===== config.mk =====
export PLATFORM = sky130hd
export DESIGN_NAME = cpu_sequencer
export DESIGN_NICKNAME = d
export VERILOG_FILES = /design/src/rtl/cpu_sequencer.sv
export SDC_FILE = /design/constraint.sdc
export NUM_CORES = 1
export LEC_CHECK = 0
export ABC_CLOCK_PERIOD_IN_PS = 1400
export CORE_MARGIN = 2
export CORE_UTILIZATION = 33
export DETAILED_ROUTE_END_ITERATION = 6
export DONT_BUFFER_PORTS = 1
export PLACE_DENSITY = 0.59
export SYNTH_ARGS = -nofsm -noshare
export SYNTH_HDL_FRONTEND = slang
export SYNTH_SLANG_ARGS = --single-unit

===== constraint.sdc =====
create_clock -name clk -period 1.4 [get_ports clk]
set_input_delay 0.21 -clock clk [delete_from_list [all_inputs] [get_ports clk]]
set_output_delay 0.21 -clock clk [all_outputs]
set_load 0.02 [all_outputs]

===== src/rtl/cpu_sequencer.sv =====
// Multi-cycle control sequencer for the accumulator CPU.
// Adds memory wait states with timeout, resumable halt, illegal-opcode trap and a retired count.
module cpu_sequencer #(
    parameter int unsigned OPCODE_W = 3,
    parameter int unsigned WAIT_MAX = 15,
    parameter int unsigned CNT_W    = 16
) (
    input  logic                clk,
    input  logic                reset,
    input  logic [OPCODE_W-1:0] opcode,
    input  logic                zero,
    input  logic                mem_ready,
    input  logic                run,
    output logic                mem_rd,
    output logic                load_ir,
    output logic                halt,
    output logic                inc_pc,
    output logic                load_ac,
    output logic                load_pc,
    output logic                mem_wr,
    output logic [3:0]          phase,
    output logic                illegal_op,
    output logic                bus_err,
    output logic [CNT_W-1:0]    instr_count
);

    localparam int unsigned WAIT_W = 8;

    localparam logic [OPCODE_W-1:0] OP_HLT = OPCODE_W'(0);
    localparam logic [OPCODE_W-1:0] OP_SKZ = OPCODE_W'(1);
    localparam logic [OPCODE_W-1:0] OP_ADD = OPCODE_W'(2);
    localparam logic [OPCODE_W-1:0] OP_AND = OPCODE_W'(3);
    localparam logic [OPCODE_W-1:0] OP_XOR = OPCODE_W'(4);
    localparam logic [OPCODE_W-1:0] OP_LDA = OPCODE_W'(5);
    localparam logic [OPCODE_W-1:0] OP_STO = OPCODE_W'(6);
    localparam logic [OPCODE_W-1:0] OP_JMP = OPCODE_W'(7);

    typedef enum logic [3:0] {
        INST_ADDR  = 4'd0,
        INST_FETCH = 4'd1,
        INST_LOAD  = 4'd2,
        IDLE       = 4'd3,
        OP_ADDR    = 4'd4,
        OP_FETCH   = 4'd5,
        ALU_OP     = 4'd6,
        STORE      = 4'd7,
        HALTED     = 4'd8
    } state_t;

    state_t             state_q;
    logic [WAIT_W-1:0]  wait_q;
    logic               illegal_q;
    logic               bus_err_q;
    logic [CNT_W-1:0]   count_q;

    logic illegal_c;
    logic is_hlt_c, is_skz_c, is_sto_c, is_jmp_c, aluop_c;
    logic halt_op_c, wait_st_c, stall_c, timeout_c;

    // Opcodes at or above 8 exist only when the field is wider than the base ISA.
    generate
        if (OPCODE_W > 3) begin : g_wide_op
            assign illegal_c = |opcode[OPCODE_W-1:3];
        end else begin : g_base_op
            assign illegal_c = 1'b0;
        end
    endgenerate

    assign is_hlt_c  = (opcode == OP_HLT);
    assign is_skz_c  = (opcode == OP_SKZ);
    assign is_sto_c  = (opcode == OP_STO);
    assign is_jmp_c  = (opcode == OP_JMP);
    assign aluop_c   = (opcode == OP_ADD) || (opcode == OP_AND) ||
                       (opcode == OP_XOR) || (opcode == OP_LDA);
    assign halt_op_c = is_hlt_c || illegal_c;

    // Memory phases that must see mem_ready before advancing.
    assign wait_st_c = (state_q == INST_FETCH) ||
                       ((state_q == OP_FETCH) && aluop_c) ||
                       ((state_q == STORE) && is_sto_c);
    assign stall_c   = wait_st_c && !mem_ready;
    assign timeout_c = stall_c && (wait_q == WAIT_W'(WAIT_MAX - 1));

    always_ff @(posedge clk or posedge reset) begin
        if (reset) begin
            state_q   <= INST_ADDR;
            wait_q    <= '0;
            illegal_q <= 1'b0;
            bus_err_q <= 1'b0;
            count_q   <= '0;
        end else begin
            wait_q <= '0;
            if (stall_c) begin
                if (timeout_c) begin
                    state_q   <= HALTED;
                    bus_err_q <= 1'b1;
                end else begin
                    wait_q <= wait_q + WAIT_W'(1);
                end
            end else begin
                unique case (state_q)
                    INST_ADDR:  state_q <= INST_FETCH;
                    INST_FETCH: state_q <= INST_LOAD;
                    INST_LOAD:  state_q <= IDLE;
                    IDLE:       state_q <= OP_ADDR;
                    OP_ADDR: begin
                        if (halt_op_c) begin
                            state_q <= HALTED;
                            if (illegal_c) begin
                                illegal_q <= 1'b1;
                            end
                        end else begin
                            state_q <= OP_FETCH;
                        end
                    end
                    OP_FETCH:   state_q <= ALU_OP;
                    ALU_OP:     state_q <= STORE;
                    STORE: begin
                        state_q <= INST_ADDR;
                        count_q <= count_q + CNT_W'(1);
                    end
                    HALTED: begin
                        if (run) begin
                            state_q <= INST_ADDR;
                        end
                    end
                    default:    state_q <= INST_ADDR;
                endcase
            end
        end
    end

    // Datapath strobes decoded from the registered state and current opcode/zero.
    always_comb begin
        mem_rd  = 1'b0;
        load_ir = 1'b0;
        halt    = 1'b0;
        inc_pc  = 1'b0;
        load_ac = 1'b0;
        load_pc = 1'b0;
        mem_wr  = 1'b0;
        unique case (state_q)
            INST_FETCH: mem_rd = 1'b1;
            INST_LOAD, IDLE: begin
                mem_rd  = 1'b1;
                load_ir = 1'b1;
            end
            OP_ADDR: begin
                inc_pc = 1'b1;
                halt   = halt_op_c;
            end
            OP_FETCH: mem_rd = aluop_c;
            ALU_OP: begin
                mem_rd  = aluop_c;
                load_ac = aluop_c;
                inc_pc  = is_skz_c && zero;
                load_pc = is_jmp_c;
            end
            STORE: begin
                mem_rd  = aluop_c;
                load_ac = aluop_c;
                inc_pc  = is_jmp_c;
                load_pc = is_jmp_c;
                mem_wr  = is_sto_c;
            end
            HALTED:  halt = 1'b1;
            default: ;
        endcase
    end

    assign phase       = state_q;
    assign illegal_op  = illegal_q;
    assign bus_err     = bus_err_q;
    assign instr_count = count_q;

endmodule


==> results of run 1 <==
## registers in the layout, summed over array words and instances, names as in the netlist
signal       flops
bus_err          1
instr_count     16
phase            4
wait_q           8
## power by group through the flow
stage | Clock [mW] | Combinational (mW) | Sequential (mW)
2_1_floorplan | 0 | 0.777 | 1.32
3_3_place_gp | 0 | 1.36 | 1.16
3_5_place_dp | 0 | 1.41 | 1.17
4_1_cts | 0.686 | 1.66 | 1.17
5_1_grt | 0.724 | 1.88 | 1.20
6_report | 0.662 | 1.76 | 1.18
## cell usage in the layout (no fill, tap or decap), types with 2 or more instances in the layout
cell type  instances
nand2_1           11
dfrtp_1           20
inv_1              3
buf_4             30
and4_1             2
nand2_2            3
clkinv_2           2
clkbuf_8           5
xor2_1             7
mux2i_1            2
and3_1             4
nor3_1             2
buf_6             11
xnor2_1           14
nand3_1            7
nand3_2            2
nor2_2             5
nor3_2             2
ha_1               3
o21ai_4            2
nor2_1            10
dfrtp_2            9
nand4_1            5
nand2b_4           2
o21ai_0            2
nor3_4             2
## routing by layer
| metal | GRT usage [%] | vias up |
|---|---|---|
| met5 | 0 | - |
| met4 | 7.34 | 0 |
| met3 | 4.50 | 2 |
| met2 | 23.0 | 42 |
| met1 | 18.2 | 589 |
| li1 | - | 595 |
## worst max path at each step
| stage | endpoint | from | slack (ns) | cells after the start |
|---|---|---|---|---|
| 6_report | halt | phase[1] | -0.09 | 2 |
| 5_1_grt | load_ac | phase[3] | -0.16 | 5 |
| 4_1_cts | mem_rd | phase[3] | -0.1 | 4 |
| 3_5_place_dp | instr_count[5] | phase[3] | -0.02 | 4 |
| 3_3_place_gp | instr_count[11] | phase[3] | 0.03 | 4 |
| 2_1_floorplan | instr_count[11] | phase[3] | -0.03 | 4 |
## repair_timing
item	4_1_cts	5_1_grt
gates resized for setup	25	12
hold buffers	1	0
endpoints found under the hold margin	29	0
pin swaps	12	18
setup buffers	8	3
cloned	0	1
setup endpoints to repair	9	33
## logic make-up after synthesis
kind of cell,Yosys count
muxes,3
buffers and inverters,7
adders and majority gates,3
other,1
DFF,29
and+or+nand+nor,68
xor gates and xnor gates,22
AOI/OAI and AO/OA,12
## area by class of cell
| class | instances | area [sq um] | area share [%] |
|---|---|---|---|
| multi-input combinational | 110 | 927 | 41.7 |
| sequential | 29 | 737 | 33.2 |
| timing repair buffer | 44 | 394 | 17.7 |
| clock buffer | 5 | 68.8 | 3.10 |
| tap | 52 | 65.1 | 2.93 |
| clock inverter | 3 | 17.5 | 0.789 |
| inverter | 3 | 11.3 | 0.507 |
## critical path, cell delays in order, from the launching register on
cell	delay, ns
dfrtp_2	0.47
nor2_2	0.25
a21boi_4	0.29
## through the flow
stage | power (mW) | worst slack (ns) | instance area, sq um
after floorplan | 2.09 | -0.0254 | 1600
after global placement | 2.52 | 0.0262 | 1870
after detailed placement | 2.58 | -0.0246 | 1870
after CTS | 3.52 | -0.0998 | 2140
after global routing | 3.80 | -0.158 | 2220
final | 3.59 | -0.0902 | 2220
==> flow_summary.json, run 1 <==
{
  "synth_common_cells": "dfrtp_1, nor2_1, nand2_1, xnor2_1, nand3_1",
  "synthDistinctLibCells": 39,
  "hold_violations": 0,
  "ff2ff_path_depth": 5,
  "cts.sink_count": 29,
  "synth_xor_area_share_pct": 12.8,
  "insertion_delay_ns": 0.28,
  "drt_iter0_markers": 45,
  "totalWireLength_microns": 3630,
  "power_frac_comb_pct": 48.9,
  "antenna_found_initial": 0,
  "worst_hold_path.endpoint": "phase[3]",
  "power_switching_mw": 1.41,
  "period_needed_ns": 1.49,
  "cts_buffers": 5,
  "clk_path_buf_depth": 2,
  "hold_path.class": "in -> reg",
  "reg2reg_slack_ns": -0.07,
  "violations": "setup timing",
  "portBuffers": 0,
  "ys_async_sr_fraction_pct": 100,
  "num_vias": 1228,
  "grt_max_degree": 30,
  "row_count": 24,
  "synthAdderAreaFrac_pct": 2.50,
  "power_frac_seq_pct": 32.7,
  "synth_cells": 145,
  "synth_top_family_by_area": "simple AND/OR/NAND/NOR gates",
  "layout-drive-gt1-share_pct": 49.0,
  "critPathKind": "reg -> out",
  "drt_first_pass_iters": 5,
  "r2r-end": "phase[1]",
  "synth_simple_gate_area_share_pct": 24.5,
  "die_h_microns": 71.5,
  "highest_layer": "met4",
  "worstPathMaxFanout": 5,
  "synth_mux_area_share_pct": 2.08,
  "drv_slew": 0,
  "hold_path_depth": 2,
  "wl_met1_microns": 1520,
  "power.density_mw_per_mm2": 1620,
  "syn-cell-area_sq_mm": 0.00150,
  "setup_slack_ns": -0.0902,
  "pwr-share-clk_pct": 18.4,
  "rr_startpoint": "phase[1]",
  "fmaxAchievable_ghz": 0.671,
  "synth_top_area_share_pct": 48.3,
  "maxCapViolations": 0,
  "cts_tree": "done",
  "finClkSkew_ns": 0.00631,
  "yosysMostFrequentCell": "dfrtp_1",
  "power.internal_mw": 2.19,
  "gr-total-overflow": 0,
  "synth_compound_area_share_pct": 7.41,
  "power_leakage_nw": 0.971,
  "drtAntennaViolNets": 0,
  "timing.hold.ws_ns": 0.270,
  "grt_pass1_wl_microns": 5820,
  "fin_util_pct": 50.7,
  "clk_pin_slew_ns": 0.07,
  "synth_fp_nets": 156,
  "synthToLayoutAreaGrowth_pct": 47.8,
  "place.gp.congestion": 0.835,
  "hp-start": "run",
  "rsz0062_at_grt": "true",
  "grt_usage_pct": 14.6,
  "synth_area_leaders": "dfrtp_1, xnor2_1, xor2_1",
  "wl_met2_microns": 1820,
  "die-area_sq_mm": 0.00511,
  "synth_ff_type": "dfrtp_1",
  "synth.avg_cell_area_sq_um": 10.4,
  "wl_met3_microns": 246,
  "grt_pass1_vias": 1212,
  "setup_viol": 15,
  "initial_core_util_pct": 34.3,
  "fin_crit_sh_pct": 106,
  "required_ns": 1.19,
  "htreeDepth": 2,
  "synth_top_area_cell": "dfrtp_1",
  "slew_headroom_pct": 66.5,
  "vdd_ir_drop_max_mv": 0.579,
  "die_w_microns": 71.5,
  "worstSetupEndpointType": "output pin",
  "antenna_cells": 0,
  "arrival_ns": 1.28,
  "synth_edf_count": 0,
  "dp.cells": 225,
  "core-area_sq_mm": 0.00438,
  "clockRootBuffer": "clkbuf_8",
  "status": "finished with violations",
  "worstMarginPinSlew_ns": 0.499,
  "netSwitchingFraction_pct": 39.1,
  "fill_cells": 386,
  "wl_per_cell_microns": 14.7,
  "ys_warn_count": 0,
  "dp_hpwl_microns": 2520,
  "cp-start-kind": "register",
  "io_pins": 37,
  "drcViolationCount": 0,
  "via_per_inst": 4.99,
  "stdcell_count": 246,
  "final.setup.tns_ns": -0.654,
  "fin_nets": 204,
  "ys_ff_latch": 29,
  "yosysSeqAreaShare_pct": 48.3
}
No activity file was read; power rests on OpenSTA's default activity.
==> run 2: changes to the inputs <==
--- a/config.mk
+++ b/config.mk
@@ -7,10 +7,10 @@
 export LEC_CHECK = 0
 export ABC_CLOCK_PERIOD_IN_PS = 1400
 export CORE_MARGIN = 2
-export CORE_UTILIZATION = 33
+export CORE_UTILIZATION = 50
 export DETAILED_ROUTE_END_ITERATION = 6
 export DONT_BUFFER_PORTS = 1
-export PLACE_DENSITY = 0.59
+export PLACE_DENSITY = 0.79
 export SYNTH_ARGS = -nofsm -noshare
 export SYNTH_HDL_FRONTEND = slang
 export SYNTH_SLANG_ARGS = --single-unit
==> run 2 against run 1 <==
The run ends with DRC, setup timing left. Worst hold slack worse by 0.14 ns. Combinational power about the same. Flip-flop and latch count unchanged. Clock skew up 0.012 ns. Sequential power about the same. Largest cell class unchanged. Highest routed layer unchanged.
==> flow_summary.json, run 2 (same netlist as run 1, synthesis figures left out) <==
{
  "cp-start-kind": "register",
  "met3_usage_pct": 7.91,
  "use_met1_pct": 28.3,
  "ff2ff_path_depth": 6,
  "crit_family": "flip-flops",
  "antenna_found_initial": 0,
  "reg2reg_slack_ns": -0.08,
  "regArea_sq_um": 737,
  "path_cells": "buf_6 > a21oi_1 > o21a_2",
  "place_ws_ns": -0.0121,
  "mostFrequentLayoutCells": "buf_4, dfrtp_1, xnor2_1",
  "dp_hpwl_microns": 2230,
  "antenna_cells": 0,
  "wl_per_cell_microns": 17.9,
  "worstPathMaxFanout": 6,
  "synthToLayoutAreaGrowth_pct": 47.0,
  "multiInputGateArea_sq_um": 968,
  "path_buf_inv": 1,
  "power_leakage_nw": 0.966,
  "fin_nets": 205,
  "design_area_sq_mm": 0.00221,
  "clockRootBuffer": "clkbuf_4",
  "fmaxAchievable_ghz": 0.628,
  "cts_tree": "done",
  "drcViolationCount": 2,
  "cp.depth": 3,
  "hold_path.class": "in -> reg",
  "startpoint": "phase[1]",
  "grt_usage_pct": 22.1,
  "drtAntennaViolNets": 0,
  "hold_violations": 0,
  "arrival_ns": 1.38,
  "required_ns": 1.19,
  "grt_pass1_wl_microns": 5660,
  "critPathKind": "reg -> out",
  "setup_viol": 21,
  "fin_crit_sh_pct": 114,
  "drv_slew": 0,
  "drt_first_pass_iters": 6,
  "fin_util_pct": 78.8,
  "timing.hold.ws_ns": 0.132,
  "largest_register_ffs": 16,
  "layout-drive-gt1-share_pct": 52.8,
  "worstSetupEndpoint": "inc_pc",
  "rsz0062_at_grt": "true",
  "clk_pin_slew_ns": 0.11,
  "insertion_delay_ns": 0.34,
  "maxCapViolations": 0,
  "grt_max_degree": 30,
  "num_vias": 1327,
  "status": "finished with violations",
  "grt_pass1_vias": 1262,
  "dpl_cell_area_sq_mm": 0.00182,
  "row_count": 19,
  "violations": "DRC, setup timing",
  "htreeDepth": 2,
  "cts.sink_count": 29,
  "hold_path_depth": 2,
  "die_h_microns": 58.8,
  "finalPower_mw": 3.47,
  "finClkSkew_ns": 0.0181,
  "rr_startpoint": "phase[1]",
  "cts_buffers": 5,
  "dp.cells": 201,
  "portBuffers": 0,
  "io_pins": 37,
  "place.gp.congestion": 0.778,
  "stdcell_count": 226,
  "die_w_microns": 58.8,
  "vdd_ir_drop_max_mv": 0.793,
  "power.density_mw_per_mm2": 1570,
  "gr-total-overflow": 0,
  "drt_iter0_markers": 111,
  "initial_core_util_pct": 53.6,
  "totalWireLength_microns": 4040,
  "slowest_delay_ns": 0.49,
  "use_met2_pct": 34.6,
  "via_per_inst": 5.87,
  "mostFrequentLayoutCell": "buf_4",
  "slowest_stage": "dfrtp_2",
  "top_usage_layer": "met2",
  "r2r-end": "instr_count[14]",
  "fill_cells": 152,
  "period_needed_ns": 1.59,
  "die-area_sq_mm": 0.00346,
  "setup_slack_ns": -0.194,
  "worstSetupEndpointType": "output pin",
  "clk_path_buf_depth": 2,
  "core-area_sq_mm": 0.00281,
  "final.setup.tns_ns": -1.46
}
==> run 2: cell count changes in the layout (fill, tap and decap cells not counted), moves of 2 or more <==
cell,previous run,this run
nand3_1,7,4
nand3_2,2,5
nor2_4,1,3
buf_4,30,32
clkbuf_4,0,5
nor2_1,10,8
clkbuf_8,5,0
==> run 2: worst register-to-register path, stage by stage, from the launching register on <==
cell and delay (ns):
dfrtp_2 0.49, nand4b_4 0.15, buf_12 0.16, nor3_4 0.16, buf_6 0.14, nand4_1 0.11
xnor2_1 0.15
==> run 2: power by group <==
part           internal [mW]  total [mW]  switching, mW
Combinational          0.830        1.77          0.938
Clock                  0.189       0.502          0.313
Sequential             0.990        1.20          0.210
Total                   2.01        3.47           1.46
==> run 2: area by class of cell <==
type,instances,share of cell area [%]
flip-flops and latches,29,33.4
repair buffers,45,17.8
clock inverters,3,0.793
clock buffers,5,1.70
inverters,3,0.736
well taps,31,1.76
multi-input cells,110,43.8
==> run 2: repair_timing <==
item                                    4_1_cts  5_1_grt
cloned                                        0        1
gates resized for setup                      19       28
endpoints found under the hold margin        29        0
pin swaps                                    14       15
hold buffers                                  1        0
endpoints found under the setup margin       12       32
buffers inserted                              6       10
==> run 2: how the worst min path moves through the flow <==
stage	start	to	slack (ns)
detailed placement	reset	instr_count[13]	0.20
finish	run	phase[3]	0.13
global route	run	phase[3]	0.12
CTS	run	phase[3]	0.09
floorplan	reset	bus_err	0.29
global placement	reset	instr_count[1]	0.18
==> run 2: layer usage <==
layer  vias to the layer above  wire (microns)
met5                         -               0
met4                         0              44
met3                         5             204
met2                        42            2080
met1                       679            1720
li1                        601               -
==> run 3: changes to the inputs <==
--- a/config.mk
+++ b/config.mk
@@ -6,11 +6,13 @@
 export NUM_CORES = 1
 export LEC_CHECK = 0
 export ABC_CLOCK_PERIOD_IN_PS = 1400
+export CELL_PAD_IN_SITES_DETAIL_PLACEMENT = 0
+export CELL_PAD_IN_SITES_GLOBAL_PLACEMENT = 2
 export CORE_MARGIN = 2
-export CORE_UTILIZATION = 50
+export CORE_UTILIZATION = 34
 export DETAILED_ROUTE_END_ITERATION = 6
 export DONT_BUFFER_PORTS = 1
-export PLACE_DENSITY = 0.79
+export PLACE_DENSITY = 0.84
 export SYNTH_ARGS = -nofsm -noshare
 export SYNTH_HDL_FRONTEND = slang
 export SYNTH_SLANG_ARGS = --single-unit
==> run 3 against run 2 <==
Global-route usage shrank 7.1 points. The flow finishes with violations (setup timing). Worst setup slack gained 0.070 ns. Critical endpoint is now halt. Core utilization shrank 26 points. Final cell count grew 9.3%. Via count shrank 6.4%. Design area grew 3.3%. Critical path type unchanged. First-iteration DRC count shrank 68%. Fmax grew 4.6%. Worst hold slack gained 0.047 ns. Flip-flop and latch count is the same. Largest cell class unchanged.
==> flow_summary.json, run 3 (same netlist as run 1, synthesis figures left out) <==
{
  "critPathKind": "reg -> out",
  "power_switching_mw": 1.42,
  "maxCapViolations": 0,
  "dpl_cell_area_sq_mm": 0.00187,
  "htreeDepth": 2,
  "antenna_cells": 0,
  "fmaxAchievable_ghz": 0.656,
  "required_ns": 1.19,
  "grt_max_degree": 30,
  "slowest_delay_ns": 0.45,
  "die_w_microns": 70.5,
  "portBuffers": 0,
  "io_pins": 37,
  "drt_first_pass_iters": 4,
  "die-area_sq_mm": 0.00497,
  "grt_pass1_wl_microns": 5780,
  "antenna_found_initial": 0,
  "setup_viol": 24,
  "grt_pass1_vias": 1192,
  "synthToLayoutAreaGrowth_pct": 52.0,
  "netSwitchingFraction_pct": 37.9,
  "startpoint": "phase[2]",
  "hp-start": "run",
  "dp.cells": 224,
  "pwr-share-clk_pct": 21.0,
  "drtAntennaViolNets": 0,
  "power.density_mw_per_mm2": 1640,
  "place_ws_ns": 0.000762,
  "fin_crit_sh_pct": 109,
  "largest_register_ffs": 16,
  "hold_violations": 0,
  "path_cells": "buf_4 > nand2b_4 > a21boi_4",
  "drt_iter0_markers": 36,
  "place.gp.congestion": 0.799,
  "arrival_ns": 1.31,
  "fin_nets": 205,
  "mostFrequentLayoutCell": "buf_4",
  "mostFrequentLayoutCells": "buf_4, dfrtp_1, xnor2_1",
  "worstSetupEndpointType": "output pin",
  "stdcell_count": 247,
  "num_vias": 1242,
  "core-area_sq_mm": 0.00429,
  "crit_family": "flip-flops",
  "vdd_ir_drop_max_mv": 0.786,
  "row_count": 24,
  "slowest_stage": "dfrtp_2",
  "cts.sink_count": 29,
  "initial_core_util_pct": 35.0,
  "status": "finished with violations",
  "grt_usage_pct": 15.0,
  "cp-start-kind": "register",
  "rsz0062_at_grt": "true",
  "period_needed_ns": 1.52,
  "cts_buffers": 5,
  "power_frac_seq_pct": 31.1,
  "wl_per_cell_microns": 14.7,
  "clk_path_buf_depth": 2,
  "totalWireLength_microns": 3640,
  "drv_slew": 0,
  "dp_hpwl_microns": 2460,
  "power_leakage_nw": 1.01,
  "power_frac_comb_pct": 47.9,
  "finClkSkew_ns": 0.00888,
  "power.internal_mw": 2.32,
  "cts_tree": "done",
  "violations": "setup timing",
  "insertion_delay_ns": 0.29,
  "clk_pin_slew_ns": 0.07,
  "drcViolationCount": 0,
  "gr-total-overflow": 0,
  "design_area_sq_mm": 0.00228,
  "rr_startpoint": "phase[1]",
  "via_per_inst": 5.03,
  "worstPathMaxFanout": 7,
  "hold_path.class": "in -> reg",
  "path_buf_inv": 1,
  "die_h_microns": 70.5,
  "setup_slack_ns": -0.124,
  "clockRootBuffer": "clkbuf_8",
  "layout-drive-gt1-share_pct": 50.8
}
run 3: path summary, 6_finish.rpt:
check | slack, ns | cells past startpoint | endpoint
max in group asynchronous | 0.66 | 3 | instr_count[0]
min | 0.18 | 2 | phase[3]
min reg2reg | 0.52 | 1 | wait_q[0]
max reg2reg | -0.10 | 5 | instr_count[6]
min in group asynchronous | 0.44 | 3 | wait_q[1]
max | -0.12 | 3 | halt
run 3: worst register-to-register path, delay by kind of cell, from the launching register on:
family                 cells  cell delay, ns
buffers and inverters      1            0.17
XOR/XNOR                   1            0.14
flip-flops                 1            0.49
AND/OR/NAND/NOR            3            0.58
run 3: metrics by stage:
step | total power [mW] | hold WS [ns] | utilization [%] | TNS [ns]
2_1_floorplan | 2.09 | 0.287 | - | -0.0499
3_3_place_gp | 2.52 | 0.191 | 43.6 | 0
3_5_place_dp | 2.55 | 0.204 | 43.6 | 0
4_1_cts | 3.56 | 0.177 | 48.6 | -1.21
5_1_grt | 3.95 | 0.197 | 53.2 | -3.82
6_report | 3.74 | 0.180 | 53.2 | -1.46
run 3: metal layers:
layer / GRT usage [%] / up-vias / part of all wire, %
li1: - / 601 / -
met5: 0 / - / 0
met1: 19.0 / 608 / 42
met4: 5.77 / 0 / 1.6
met3: 6.64 / 7 / 6.0
met2: 22.3 / 26 / 51
run 3: cell type report:
cell class                 instances  area, sq um
sequential                        29          737
inverter                           3         13.8
clock buffer                       7         96.3
multi-input combinational        110          951
fill                             392         2010
clock inverter                     1         5.00
timing repair buffer              45          415
tap                               52         65.1
run 3: power groups by stage:
stage,Sequential [mW],Combinational (mW),Clock [mW]
2_1_floorplan,1.32,0.777,0
3_3_place_gp,1.17,1.35,0
3_5_place_dp,1.18,1.37,0
4_1_cts,1.16,1.60,0.803
5_1_grt,1.19,1.92,0.848
6_report,1.16,1.79,0.783
run 3: what timing repair did:
item,4_1_cts,5_1_grt
gates cloned,0,1
hold endpoints to repair,29,0
hold buffers,1,0
pin swaps,14,14
setup buffers,5,8
setup endpoints to repair,9,35
gates resized for setup,15,29
